==> src/rtl/mem_arbiter.sv <==
// mem_arbiter: two-port (CPU / debug loader) arbiter in front of an
// asynchronous 16-bit SRAM with active-low strobes.
//
// Ports
//   Clk, Reset                 clock, synchronous active-high reset
//   cpu_req/we/addr/wdata      CPU request (held until cpu_ack)
//   cpu_rdata, cpu_ack         CPU read data (last completed read), done pulse
//   dbg_*                      debug/switch-loader port, same meaning as cpu_*
//   ADDR                       memory address (0 while idle)
//   Mem_CE/UB/LB/OE/WE         active-low memory strobes
//   mem_wdata, mem_wdrive      write data and its tristate drive enable
//   mem_rdata                  read data from memory
//   busy, owner                transaction in progress, latched grant (1 = dbg)
//
// A transaction is IDLE -> SETUP -> ACCESS x WAIT_CYCLES -> DONE -> IDLE.
// Every output is a flop loaded from the next-state decode, so the memory
// strobes change cleanly on the clock edge that enters each state.
module mem_arbiter #(
    parameter int unsigned WAIT_CYCLES = 2
) (
    input  logic        Clk,
    input  logic        Reset,
    input  logic        cpu_req,
    input  logic        cpu_we,
    input  logic [15:0] cpu_addr,
    input  logic [15:0] cpu_wdata,
    output logic [15:0] cpu_rdata,
    output logic        cpu_ack,
    input  logic        dbg_req,
    input  logic        dbg_we,
    input  logic [15:0] dbg_addr,
    input  logic [15:0] dbg_wdata,
    output logic [15:0] dbg_rdata,
    output logic        dbg_ack,
    output logic [15:0] ADDR,
    output logic        Mem_CE,
    output logic        Mem_UB,
    output logic        Mem_LB,
    output logic        Mem_OE,
    output logic        Mem_WE,
    output logic [15:0] mem_wdata,
    output logic        mem_wdrive,
    input  logic [15:0] mem_rdata,
    output logic        busy,
    output logic        owner
);

    localparam int unsigned AW = 16;
    localparam int unsigned DW = 16;
    localparam int unsigned CW = 4;

    localparam logic [1:0] S_IDLE   = 2'd0;
    localparam logic [1:0] S_SETUP  = 2'd1;
    localparam logic [1:0] S_ACCESS = 2'd2;
    localparam logic [1:0] S_DONE   = 2'd3;

    localparam logic PORT_CPU = 1'b0;
    localparam logic PORT_DBG = 1'b1;

    logic [1:0]    state, state_next;
    logic [CW-1:0] cnt, cnt_next;
    logic          we_q, we_next;
    logic [AW-1:0] addr_q, addr_next;
    logic          last_served, last_next;
    logic          owner_next;
    logic [DW-1:0] wdata_next;
    logic [DW-1:0] cpu_rdata_next, dbg_rdata_next;
    logic          grant;

    logic [AW-1:0] addr_out_next;
    logic          ce_next, oe_next, we_n_next, wdrive_next;
    logic          cpu_ack_next, dbg_ack_next, busy_next;
    logic          active_next, access_next;

    // Round-robin: a lone requester wins; on a tie the port not served last wins.
    always_comb begin
        grant = PORT_CPU;
        if (cpu_req && dbg_req) begin
            grant = ~last_served;
        end else if (dbg_req) begin
            grant = PORT_DBG;
        end
    end

    // Next-state, request latching, read capture and output decode.
    always_comb begin
        state_next     = state;
        cnt_next       = cnt;
        we_next        = we_q;
        addr_next      = addr_q;
        wdata_next     = mem_wdata;
        owner_next     = owner;
        last_next      = last_served;
        cpu_rdata_next = cpu_rdata;
        dbg_rdata_next = dbg_rdata;

        case (state)
            S_IDLE: begin
                if (cpu_req || dbg_req) begin
                    state_next = S_SETUP;
                    owner_next = grant;
                    last_next  = grant;
                    we_next    = (grant == PORT_DBG) ? dbg_we    : cpu_we;
                    addr_next  = (grant == PORT_DBG) ? dbg_addr  : cpu_addr;
                    wdata_next = (grant == PORT_DBG) ? dbg_wdata : cpu_wdata;
                end
            end
            S_SETUP: begin
                state_next = S_ACCESS;
                cnt_next   = CW'(WAIT_CYCLES - 1);
            end
            S_ACCESS: begin
                if (cnt == '0) begin
                    state_next = S_DONE;
                    // Last ACCESS cycle: memory data is valid at this edge.
                    if (!we_q) begin
                        if (owner == PORT_DBG) begin
                            dbg_rdata_next = mem_rdata;
                        end else begin
                            cpu_rdata_next = mem_rdata;
                        end
                    end
                end else begin
                    cnt_next = cnt - CW'(1);
                end
            end
            default: begin
                state_next = S_IDLE;
            end
        endcase

        active_next   = (state_next == S_SETUP) || (state_next == S_ACCESS);
        access_next   = (state_next == S_ACCESS);
        ce_next       = ~active_next;
        oe_next       = ~(active_next && !we_next);
        we_n_next     = ~(access_next && we_next);
        wdrive_next   = access_next && we_next;
        addr_out_next = (state_next == S_IDLE) ? '0 : addr_next;
        cpu_ack_next  = (state_next == S_DONE) && (owner_next == PORT_CPU);
        dbg_ack_next  = (state_next == S_DONE) && (owner_next == PORT_DBG);
        busy_next     = (state_next != S_IDLE);
    end

    // State and registered outputs; reset aborts any transaction in flight.
    always_ff @(posedge Clk) begin
        if (Reset) begin
            state       <= S_IDLE;
            cnt         <= '0;
            we_q        <= 1'b0;
            addr_q      <= '0;
            mem_wdata   <= '0;
            owner       <= PORT_CPU;
            last_served <= PORT_DBG;
            cpu_rdata   <= '0;
            dbg_rdata   <= '0;
            ADDR        <= '0;
            Mem_CE      <= 1'b1;
            Mem_UB      <= 1'b1;
            Mem_LB      <= 1'b1;
            Mem_OE      <= 1'b1;
            Mem_WE      <= 1'b1;
            mem_wdrive  <= 1'b0;
            cpu_ack     <= 1'b0;
            dbg_ack     <= 1'b0;
            busy        <= 1'b0;
        end else begin
            state       <= state_next;
            cnt         <= cnt_next;
            we_q        <= we_next;
            addr_q      <= addr_next;
            mem_wdata   <= wdata_next;
            owner       <= owner_next;
            last_served <= last_next;
            cpu_rdata   <= cpu_rdata_next;
            dbg_rdata   <= dbg_rdata_next;
            ADDR        <= addr_out_next;
            Mem_CE      <= ce_next;
            Mem_UB      <= ce_next;
            Mem_LB      <= ce_next;
            Mem_OE      <= oe_next;
            Mem_WE      <= we_n_next;
            mem_wdrive  <= wdrive_next;
            cpu_ack     <= cpu_ack_next;
            dbg_ack     <= dbg_ack_next;
            busy        <= busy_next;
        end
    end

endmodule

==> config.mk <==
export PLATFORM = sky130hd
export DESIGN_NAME = mem_arbiter
export DESIGN_NICKNAME = d
export VERILOG_FILES = /design/src/rtl/mem_arbiter.sv
export SDC_FILE = /design/constraint.sdc
export NUM_CORES = 1
export LEC_CHECK = 0
export CAP_MARGIN = 25
export CORE_AREA = 2 2 113 88
export DETAILED_ROUTE_END_ITERATION = 7
export DIE_AREA = 0 0 115 90
export PLACE_DENSITY = 0.84
export SYNTH_ARGS = -nofsm -noshare
export SYNTH_HDL_FRONTEND = slang
export SYNTH_SLANG_ARGS = --single-unit
==> constraint.sdc <==
create_clock -name Clk -period 2.78 [get_ports Clk]
set_input_delay 0.834 -clock Clk [delete_from_list [all_inputs] [get_ports Clk]]
set_output_delay 0.834 -clock Clk [all_outputs]
set_load 0.02 [all_outputs]
# After elaboration in Yosys (flattened, before gate mapping)
# Cells that the tools add are included.
word_totals:
  ff_bits: 96
  out_inout_bits: 74
  inputBits: 86
classes:
  n_mux: 16
  n_addsub: 1
  eq_ne: 6
  reduce_logical: 18
  bitwise: 7
op_table:
  columns: ["cell", "count"]
  rows:
  - ["two-way mux 16 bit", 4]
  - ["one-hot mux 4 bit (2 select lines)", 1]
  - ["AND reduction 4 bit", 2]
  - ["two-way mux 1 bit", 7]
  - ["inverter 1 bit", 7]
  - ["equality test 2 bit, second input constant", 3]
  - ["one-hot mux 2 bit (3 select lines)", 1]
  - ["logical AND 1 bit", 5]
  - ["equality test 2 x 1 -> 1 bit, second input constant", 2]
  - ["logical NOT 2 bit", 2]
  - ["logical NOT 4 bit", 1]
  - ["two-way mux 2 bit", 2]
  - ["two-way mux 4 bit", 1]
  - ["AND reduction 2 bit", 2]
  - ["nonzero test 2 bit", 2]
  - ["subtractor 4 x 1 -> 4 bit, second input constant", 1]
  - ["logical OR 1 bit", 2]
  - ["inequality test 2 bit, second input constant", 1]
  - ["OR reduction 2 bit", 1]
  - ["logical NOT 1 bit", 1]

# Longest topological paths before layout
depth:
  depth_word: 8
  ltp_mapped: 10
  depth_no_buf: 8

# Worst setup path before layout
# OpenSTA, ideal clock, no wires.
synth_timing:
  path_kind: "in2reg"
  from: "in cpu_req"
  to: "reg ADDR[10]"
  setup_ns: 0.137
  t_arrival_ns: 2.341
  slack_ns: 0.302
  cell_stages: 8
  path_buffers: 3
  cell_sequence: "buf_2 -> o21ai_1 -> a31o_2 -> ha_1 -> or2_2 -> clkbuf_1 -> clkbuf_1 -> a211oi_1"
synth_via:
  elab_chain_len: 5
  word_cells_on_any_way: 10
  cone_classes: "mux (6); reduce/logical (4)"
synth_lines:
  columns: ["item", "line_no", "rtl"]
  rows:
  - ["start: declaration", "23", "input logic cpu_req,"]
  - ["logical OR 1 bit / logical AND 1 bit (equally long branches)", "99, 78", null]
  - ["two-way mux 2 bit / two-way mux 1 bit (equally long branches)", "99, 78", null]
  - ["one-hot mux 2 bit (3 select lines) / two-way mux 16 bit (equally long branches)", "97, 104", null]
  - ["logical NOT 2 bit / two-way mux 16 bit (equally long branches)", "138, 99", null]
  - ["OR reduction 2 bit (no source line) / two-way mux 16 bit (equally long branches)", null, null]
  - ["end signal: assignment", "176", "ADDR <= addr_out_next;"]
  - ["end: declaration", "35", "output logic [15:0] ADDR,"]
# Parallel ways exist; a longest one is shown, timed or not.
# A chain may end at the register's enable or synchronous reset.

# Worst setup path in the final report
layout_timing:
  from: "in cpu_req"
  to: "reg ADDR[13]"
# Same word-level chain as after synthesis.

==> results.json <==
{
  "drc": 0,
  "p_sw_share_pct": 36.9,
  "ioPinCount": 160,
  "slew_viol_final": 0,
  "cp_max_fo": 17,
  "pwr-share-clk_pct": 22.0,
  "syn_area_um2": 3890,
  "fill_cells": 752,
  "hold_class": "reg2reg",
  "ir_drop_uv": 419,
  "cts_buffers": 9,
  "yosys_warnings": 0,
  "hold_viol": 0,
  "die_h_um": 90,
  "die-area_um2": 10400,
  "core_area_um2": 9310,
  "synth_edf_count": 0,
  "critPathArrivalTime_ns": 2.59,
  "syn2layout_area_growth_pct": 51.0,
  "grt-ovfl-total": 0,
  "vias": 3523,
  "pwr-share-comb_pct": 44.2,
  "syn_nets": 503,
  "rsz0062_at_grt": "false",
  "reg2reg_from": "state[0]",
  "diodes": 0,
  "max_freq_mhz": 425,
  "fp-row-count": 31,
  "routed_wl_um": 10800,
  "maxCapViolations": 0,
  "finalSetupViolCount": 0,
  "cts-root-buf": "clkbuf_16",
  "cts.sinks": 96,
  "initial_core_util_pct": 41.7,
  "cts_resized": 0,
  "synth_mux_area_share_pct": 8.50,
  "leakagePower_nw": 2.29,
  "grt_first_pass_wirelength_um": 17400,
  "path_buf_inv": 1,
  "setup_tns_ns": 0,
  "crit_family": "compound AO/OA/AOI/OAI gates",
  "syn_inst": 408,
  "post-route-period-util_pct": 84.7,
  "powerDensity_nw_per_um2": 1010,
  "ys_ff_latch": 96,
  "synthSimpleGateAreaFrac_pct": 13.6,
  "numPortBuffers": 159,
  "cts_max_level": 3,
  "wl_per_cell_um": 15.9,
  "clk-insertion-delay-late_ns": 0.33,
  "cts_tree": "done",
  "synth_top_family_by_area": "compound AO/OA/AOI/OAI gates",
  "synthXorXnorAreaFrac_pct": 0,
  "cts_buffer_depth": 2,
  "ant_nets": 0,
  "dp_hpwl_um": 8160,
  "grt_pass1_vias": 3572,
  "hold_depth": 2,
  "path_clk_slew_ns": 0.07,
  "synthFlopType": "dfxtp_1",
  "drt_iter0_markers": 149,
  "max-slew-margin-rel_pct": 45.2,
  "async_flop_share_pct": 0,
  "synthAdderAreaFrac_pct": 2.90,
  "crit_path_max_incr_delay_ns": 0.50,
  "drive_gt1_share_pct": 6.74,
  "grt_use_total_pct": 20.8,
  "p_total_mw": 5.93,
  "required_ns": 3.01,
  "p_int_mw": 3.74,
  "viasPerCell": 5.19,
  "gp_congestion": 0.780,
  "crit_slowest_cell": "clkdlybuf4s50_1",
  "min_to": "dbg_rdata[11]",
  "num-nets-final": 654,
  "fin_skew_ns": 0.00589,
  "path_cells": "clkdlybuf4s50_1, o21ai_1, a31o_2, ha_1, or2_2, a211oi_1",
  "outcome": "complete, no violations",
  "reg2reg_depth": 7,
  "critPathLaunchType": "input pin",
  "reg2reg_slack_ns": 0.48,
  "power_switching_mw": 2.19,
  "seq_area_frac_synth_pct": 49.5,
  "timing.rr.end": "ADDR[13]",
  "worstSetupPathType": "in2reg",
  "worstHoldStart": "dbg_rdata[11]",
  "dr.pass1.iters": 4,
  "synth_compound_area_share_pct": 19.2,
  "cp-end-kind": "register",
  "die_x_um": 115,
  "avgSynthCellArea_um2": 9.53,
  "tightest_slew_ns": 0.822,
  "finalCriticalPeriod_ns": 2.35,
  "antenna_found_initial": 0,
  "seq_power_share_pct": 33.8,
  "grt_max_degree": 42,
  "holdBufCountCts": 0,
  "synth_cell_type_count": 45,
  "post_cts_buffers": 0,
  "critical_path_cell_count": 6
}
==> routing by layer <==
layer	vias to the layer above	wire, um	track usage [%]
met5	-	0	0
met4	0	174	5.72
met3	14	540	4.32
met2	109	5520	36.8
met1	1657	4570	25.5
li1	1743	-	-
==> worst max path at each step <==
stage                 start        to  slack [ns]
finish              cpu_req  ADDR[13]        0.43
global route        cpu_req   ADDR[9]        0.36
CTS                 cpu_req  ADDR[15]        0.45
detailed placement  cpu_req  ADDR[15]        0.12
global placement    cpu_req  ADDR[15]        0.19
floorplan           cpu_req  ADDR[10]        0.30
==> flip-flops by register name (all words and copies together) (netlist names) <==
register and flops:
Mem_WE 1, last_served 1, cpu_ack 1, mem_wdrive 1, ADDR 16, we_q 1
cnt 4, dbg_ack 1, owner 1, Mem_LB 1, Mem_OE 1, busy 1
mem_wdata 16, state 2, cpu_rdata 16, dbg_rdata 16, addr_q 16
==> cells in the mapped netlist, drive strengths merged, types with 2 or more instances <==
master	count	area, um2
nor3b	2	15.0
buf	17	134
nor2	33	124
nand3	2	10.0
ha	9	113
a21oi	24	120
nand2	67	251
dfxtp	96	1920
nor3	2	15.0
mux2i	33	330
a211oi	44	330
o21ai	9	45.0
nand2b	3	18.8
inv	8	30.0
o32ai	17	149
clkbuf	18	67.6
or3	2	13.8
a21o	2	15.0
a21boi	2	15.0
==> worst reg2reg max path: stages, from the launching register on <==
cell and delay, ns:
dfxtp_1 0.34, inv_1 0.09, ha_1 0.37, nand4bb_4 0.19, a31o_2 0.31, ha_1 0.19, or2_2 0.45, a211oi_1 0.25
==> cell usage in the layout (no fill, tap or decap), types with 2 or more instances in the layout <==
| master | count |
|---|---|
| o32ai_1 | 17 |
| nor3b_1 | 2 |
| clkbuf_16 | 9 |
| bufinv_16 | 2 |
| nand2b_1 | 3 |
| nor2_1 | 33 |
| a211oi_1 | 44 |
| dfxtp_1 | 96 |
| a21oi_1 | 24 |
| inv_6 | 2 |
| clkdlybuf4s50_1 | 159 |
| o21ai_0 | 8 |
| mux2i_1 | 33 |
| buf_4 | 16 |
| nand2_1 | 67 |
| inv_1 | 8 |
| ha_1 | 9 |
| a21o_1 | 2 |
| nand3_1 | 2 |
==> cells by family after synthesis <==
kind of cell | count (synthesis)
flops | 96
mux | 33
simple gates | 119
buf+inv | 45
compound gates | 106
fa+ha+maj | 9
==> power by group through the flow <==
| stage | sequential [mW] | combinational (mW) | clock, mW |
|---|---|---|---|
| 4_1_cts | 2.00 | 2.62 | 1.33 |
| 6_report | 2.00 | 2.62 | 1.31 |
| 3_5_place_dp | 2.03 | 2.61 | 0 |
| 2_1_floorplan | 2.36 | 1.20 | 0 |
| 5_1_grt | 2.04 | 2.83 | 1.39 |
| 3_3_place_gp | 2.00 | 2.53 | 0 |
==> cell type report <==
class | count | area [um2] | area share (%)
sequential | 96 | 1920 | 32.8
timing repair buffer | 176 | 1730 | 29.5
multi-input combinational | 267 | 1720 | 29.3
clock buffer | 10 | 229 | 3.90
tap | 115 | 144 | 2.45
clock inverter | 6 | 90.1 | 1.54
inverter | 9 | 33.8 | 0.576
==> stage by stage <==
step | instance area, um2 | util, % | setup WS [ns] | hold WS (ns) | std cells
CTS | 5870 | 63.0 | 0.446 | 0.461 | 679
floorplan | 3890 | - | 0.302 | 0.465 | 408
global placement | 5550 | 59.6 | 0.190 | 0.443 | 663
global route | 5870 | 63.0 | 0.356 | 0.475 | 679
detailed placement | 5550 | 59.6 | 0.122 | 0.450 | 663
finish | 5870 | 63.0 | 0.426 | 0.455 | 679
(Power assumes the default switching activity.)
